### config.mk
export PLATFORM = sky130hd
export DESIGN_NAME = psk_modulator
export DESIGN_NICKNAME = d
export VERILOG_FILES = /design/src/rtl/psk_modulator.sv
export SDC_FILE = /design/constraint.sdc
export NUM_CORES = 1
export LEC_CHECK = 0
export BUFFER_PORTS_ARGS = -buffer_cell sky130_fd_sc_hd__clkbuf_2
export CAP_MARGIN = 20
export CELL_PAD_IN_SITES_DETAIL_PLACEMENT = 0
export CELL_PAD_IN_SITES_GLOBAL_PLACEMENT = 1
export CORE_MARGIN = 5
export CORE_UTILIZATION = 52
export CTS_CLUSTER_DIAMETER = 200
export CTS_CLUSTER_SIZE = 8
export DETAILED_ROUTE_END_ITERATION = 8
export GPL_TIMING_DRIVEN = 0
export PLACE_DENSITY = 0.85
export SYNTH_ARGS = -nofsm -noshare
export SYNTH_HDL_FRONTEND = slang
export SYNTH_SLANG_ARGS = --single-unit
### constraint.sdc
create_clock -name clk -period 6.6 [get_ports clk]
set_input_delay 0.33 -clock clk [delete_from_list [all_inputs] [get_ports clk]]
set_output_delay 0.33 -clock clk [all_outputs]
set_load 0.1 [all_outputs]
### src/rtl/psk_modulator.sv
// DBPSK transmitter: a one-byte holding register feeds a preamble/start/data framer
// that flips the phase of a phase-accumulator square-wave carrier at symbol boundaries.
module psk_modulator #(
    parameter logic [15:0] CW         = 16'h0ff8,
    parameter int          SYM_CYCLES = 4096,
    parameter int          PRE_SYMS   = 8
) (
    input  logic       clk,
    input  logic       rst_in,
    input  logic [3:0] offset,
    input  logic [7:0] data,
    input  logic       valid,
    output logic       ready,
    output logic       sig_out,
    output logic       busy,
    output logic       sym_stb
);

    localparam int CNT_W = (SYM_CYCLES > 1) ? $clog2(SYM_CYCLES) : 1;
    localparam int PRE_W = (PRE_SYMS > 1) ? $clog2(PRE_SYMS) : 1;
    localparam logic [CNT_W-1:0] SYM_LAST = CNT_W'(SYM_CYCLES - 1);
    localparam logic [PRE_W-1:0] PRE_LAST = PRE_W'(PRE_SYMS - 1);

    localparam logic [1:0] IDLE  = 2'd0;
    localparam logic [1:0] PRE   = 2'd1;
    localparam logic [1:0] START = 2'd2;
    localparam logic [1:0] DATA  = 2'd3;

    logic [15:0]      acc;
    logic             flip;
    logic [CNT_W-1:0] sym_cnt;
    logic             boundary;
    logic [1:0]       state;
    logic [1:0]       state_nxt;
    logic [PRE_W-1:0] pre_cnt;
    logic [2:0]       bit_idx;
    logic [7:0]       hold;
    logic             hold_full;
    logic [7:0]       shreg;
    logic             sym_bit;
    logic             load_shreg;

    assign boundary = (sym_cnt == SYM_LAST);
    assign sym_stb  = boundary;
    assign busy     = (state != IDLE);
    assign ready    = ~hold_full;

    // The accumulator is only ever cleared by reset, so offset changes keep phase continuity.
    always_ff @(posedge clk or negedge rst_in) begin
        if (!rst_in) begin
            acc     <= '0;
            sig_out <= 1'b0;
            sym_cnt <= '0;
        end else begin
            acc     <= acc + CW + {12'd0, offset};
            sig_out <= acc[15] ^ flip;
            sym_cnt <= boundary ? '0 : sym_cnt + CNT_W'(1);
        end
    end

    // sym_bit is the bit of the symbol that begins after the current boundary.
    always_comb begin
        state_nxt  = state;
        sym_bit    = 1'b0;
        load_shreg = 1'b0;
        case (state)
            IDLE: begin
                if (hold_full) begin
                    state_nxt = PRE;
                    sym_bit   = 1'b1;
                end
            end
            PRE: begin
                if (pre_cnt == PRE_LAST) begin
                    state_nxt  = START;
                    load_shreg = 1'b1;
                end else begin
                    sym_bit = 1'b1;
                end
            end
            START: begin
                state_nxt = DATA;
                sym_bit   = shreg[0];
            end
            default: begin
                if (bit_idx == 3'd7) begin
                    if (hold_full) begin
                        state_nxt  = START;
                        load_shreg = 1'b1;
                    end else begin
                        state_nxt = IDLE;
                    end
                end else begin
                    sym_bit = shreg[bit_idx + 3'd1];
                end
            end
        endcase
    end

    // START entry empties the holding register; a transfer cannot coincide since ready is low then.
    always_ff @(posedge clk or negedge rst_in) begin
        if (!rst_in) begin
            state     <= IDLE;
            flip      <= 1'b0;
            pre_cnt   <= '0;
            bit_idx   <= '0;
            hold      <= '0;
            hold_full <= 1'b0;
            shreg     <= '0;
        end else begin
            if (valid && ready) begin
                hold      <= data;
                hold_full <= 1'b1;
            end
            if (boundary) begin
                state <= state_nxt;
                flip  <= flip ^ sym_bit;
                if (state == IDLE) begin
                    pre_cnt <= '0;
                end else if (state == PRE) begin
                    pre_cnt <= pre_cnt + PRE_W'(1);
                end
                if (state == DATA && bit_idx != 3'd7) begin
                    bit_idx <= bit_idx + 3'd1;
                end
                if (load_shreg) begin
                    shreg     <= hold;
                    hold_full <= 1'b0;
                    bit_idx   <= '0;
                end
            end
        end
    end

endmodule

==> results.md <==
Outcome:
- The run finished with clean final reports.

Critical path:
- The worst register-to-register path has a depth of 9.
- The setup path with the least slack is of type flop to output port.
- At the worst endpoint, the required time is 6.27 ns.
- The source of the worst register-to-register timing path is acc[1].
- The maximum fanout count along the critical path is 10.
- The minimum setup slack among reg-to-reg paths is 4.19 ns.
- The capture instance of the worst register-to-register path is acc[15].
- The type of element capturing the critical path is an output port.
- The launching element type of the critical path is a flop.
- The arrival time at the worst endpoint is 2.20 ns.

Timing:
- Adding up every negative setup slack in the final design gives 0 ns.
- The worst-case setup margin in the final layout is 4.07 ns.
- For this run, the top clock speed supported by timing is 395 MHz.
- The final critical delay including setup and external delays is 2.53 ns.
- Setup violations remaining at the end of the flow were counted as 0.
- Setup repair after global routing left no endpoint under its margin.
- At the pin with the least slew margin, the transition time is 0.662 ns.
- The worst pin sits at a relative slew slack of 0.559.
- The max-slew violation count is 0.
- The ratio of final minimum period to clock period is 0.384.
- The final hold violation count is 0.
- The worst clock skew on the final layout is 0.0104 ns.

Pwr:
- The clock power share is 0.161.
- The internal power of the cells totals 0.753 mW.
- The net switching component of the power is 0.451 mW.
- The analysis attributes to cell leakage a power of 1.55 nW.
- The share of power burned in registers is 0.363.
- The relative contribution of combinational cells to total power is 0.476.
- Dividing total power by cell area gives a power density of 376 nW/µm².
- VDD sags by at most 222 µV.
- The switching portion of total power is 0.374.

Synthesis:
- The post-synthesis sequential area ratio is 0.474.
- In this run, distinct cell masters in the synthesized netlist total 42.
- In this run the cell area of the synthesized design comes to 2900 µm².
- The main flop type after synthesis is dfrtp_1.
- During synthesis, Yosys emitted a total of 0 warnings.
- The number of synthesized register bits is 55.
- The share of synthesized area in the top cell type comes to 0.474.
- The most area-hungry cell type in the Yosys netlist is dfrtp_1.
- Dividing the synthesized area by the synthesized cell count gives 11.4 µm².
- Yosys attributes the largest share of cell area to dfrtp_1 (47%), ha_1 (11%), mux2_2 (6.6%), xnor2_1 (3.9%), a21oi_1 (2.8%).
- The share of async-settable or async-resettable flops after synthesis is 1.00.
- The number of nets in the synthesized netlist is 297.
- The instance count of the mapped netlist is 255.
- In this run, synthesis inferred 0 flip-flops with an integrated enable.

GRT:
- In the global route stage, met2 resource usage came out at 0.241.
- The most heavily used metal layer in global routing is met2.
- The aggregate global-route resource usage is 0.141.
- The initial antenna violation count came to 0.
- Entering global routing, the biggest net connects 31 pins.
- The number of global-route vias before repair is 1927.
- The global-route wire length before repair is 8300 µm.
- For this run the aggregate overflow at the end of global routing stands at 0.
- For met3 alone, demand over resource in global routing was 0.0324.
- The global routing usage on met1 is 0.176.

Floorplan:
- The total core area is 5470 µm².
- The floorplan row count is 27.
- During I/O placement, the number of pins put on the boundary was 19.
- From left edge to right edge, the die measures 84.7 µm.
- The die covers 7170 µm².
- For this configuration, the core starts out at a cell density of 0.530.
- The vertical extent of the die is 84.7 µm.

Clock tree:
- The tree built by TritonCTS fans out to 55 sinks.
- At the later pin of the worst-skew pair, clock insertion delay measures 0.31 ns.
- The number of levels in the clock H-tree is 2.
- In this run, post-CTS hold repair placed 0 buffers.
- The post-CTS setup buffer count is 0.
- The post-cts repair resize count is 0.
- The clock root buffer is clkbuf_8.
- After clock tree synthesis, the clock-pin slew on the worst setup and hold paths is 0.10 ns.
- TritonCTS built the clock tree.
- The longest clock path from root to sink contains 2 buffers.
- The total clock buffers created by CTS is 5.

Routing:
- The detailed router placed 1848 vias in this run.
- For this block, the routed nets add up to 4440 µm of wire.
- The number of DRC markers after the initial detailed-route iteration is 46.
- The wire length per cell is 12.6 µm.
- The detailed-route vias per instance is 5.22.
- In the routed design, unresolved DRC markers number 0.
- The remaining antenna violation count is 0.
- Before antenna repair, the detailed router went through 4 iterations.

Place:
- The weighted congestion at the end of routability-driven global placement is 0.754.
- OpenSTA, run right after detailed placement, puts the worst setup slack at 4.12 ns.
- The total placed instance area is 3100 µm².
- Detailed placement ended at an HPWL of 3420 µm.
- During placement, the flow inserted port buffers numbering 18.

Min path:
- The worst hold path belongs to the class primary input to asynchronous set/reset pin.

Final layout:
- Of the cells placed in the final design, the portion with a size suffix greater than 1 is 0.195.
- 0 antenna diodes ended up in the layout.
- The most common cell after layout, fill and taps aside is dfrtp_1.
- The number of nets in the layout is 323.
- The sequential cells in the finished layout cover a total of 1380 µm².
- The area of the multi-input gates is 1430 µm².
- The top cell types in the final layout, fill and taps aside, are dfrtp_1 (55), ha_1 (26), inv_1 (19).
- Summing all non-filler instances in the final layout gives an area of 3200 µm².
- Compared with the post-synthesis result, the final layout area differs by 10.3%.
- The number of fill cells in the layout is 499.

Job:
- The count of max-cap constraint violations is 0.
[power by group through the flow]
stage | sequential, mW | combinational, mW | clock (mW)
finish | 0.437 | 0.573 | 0.194
global route | 0.445 | 0.657 | 0.222
CTS | 0.438 | 0.579 | 0.205
detailed placement | 0.445 | 0.573 | 0
global placement | 0.443 | 0.559 | 0
floorplan | 0.455 | 0.459 | 0
[flip-flops by register name, indices dropped and copies added (netlist names)]
register	flops
bit_idx	3
hold_full	1
acc	16
sym_cnt	12
flip	1
shreg	8
sig_out	1
hold	8
state	2
pre_cnt	3
[layer usage]
layer | part of all wire | wire, µm | up-vias
met2 | 0.48 | 2140 | 16
met5 | 0 | 0 | -
met4 | 0.016 | 71 | 0
li1 | - | - | 933
met1 | 0.48 | 2110 | 894
met3 | 0.026 | 114 | 5
[cells by family after synthesis]
kind of cell,after synthesis,synth area share
simple gates,61,0.113
mux,22,0.0918
xor+xnor,22,0.0664
flops,55,0.474
buf+inv,23,0.0315
fa+ha+maj,27,0.119
compound gates,45,0.104
[final cells by class]
cell class,instances,share of cell area
Multi-Input combinational cell,177,0.448
Sequential cell,55,0.430
Timing Repair Buffer,19,0.0344
Tap cell,72,0.0281
Clock buffer,6,0.0258
Inverter,20,0.0235
Clock inverter,2,0.00508
Buffer,3,0.00508
[synth_stat cells (2+ instances only)]
library cell  instances
ha_1                 26
a22o_1                2
o211ai_1              3
nor2_1               15
inv_1                19
and2_1                2
mux2_2               17
nand2_1              15
nor3_1                4
mux2i_1               3
xnor2_1              13
mux4_2                2
xor2_1                9
nand3_1               5
o311ai_1              2
and3_1                4
nor2_4                2
a21o_1                3
a21oi_1              16
o21ai_1               6
o21ai_0               6
nor2b_1               7
dfrtp_1              55
[stage by stage]
step / total power [mW] / hold WS, ns / instances / utilization
final: 1.20 / 0.0358 / 354 / 0.585
after global routing: 1.32 / 0.0701 / 354 / 0.585
after CTS: 1.22 / 0.0435 / 354 / 0.585
after detailed placement: 1.02 / 0.389 / 346 / 0.567
after global placement: 1.00 / 0.453 / 345 / 0.563
after floorplan: 0.914 / 0.0344 / 255 / -
[worst max-delay path, cell delays in order, from the launching register on]
cell,delay [ns]
dfrtp_1,0.40
ha_1,0.20
nand3_1,0.16
nor2_4,0.23
nand3_4,0.17
inv_2,0.09
buf_4,0.16
clkbuf_2,0.47
[worst max path at each step]
| stage | start | end | slack (ns) | depth (start not counted) |
|---|---|---|---|---|
| finish | sym_cnt[0] | sym_stb | 4.07 | 7 |
| global route | sym_cnt[0] | sym_stb | 3.88 | 7 |
| CTS | sym_cnt[0] | sym_stb | 4.03 | 7 |
| detailed placement | offset[1] | acc[15] | 4.12 | 10 |
| global placement | offset[1] | acc[15] | 4.12 | 10 |
| floorplan | acc[1] | acc[15] | 4.39 | 9 |
(Power assumes the default switching activity.)
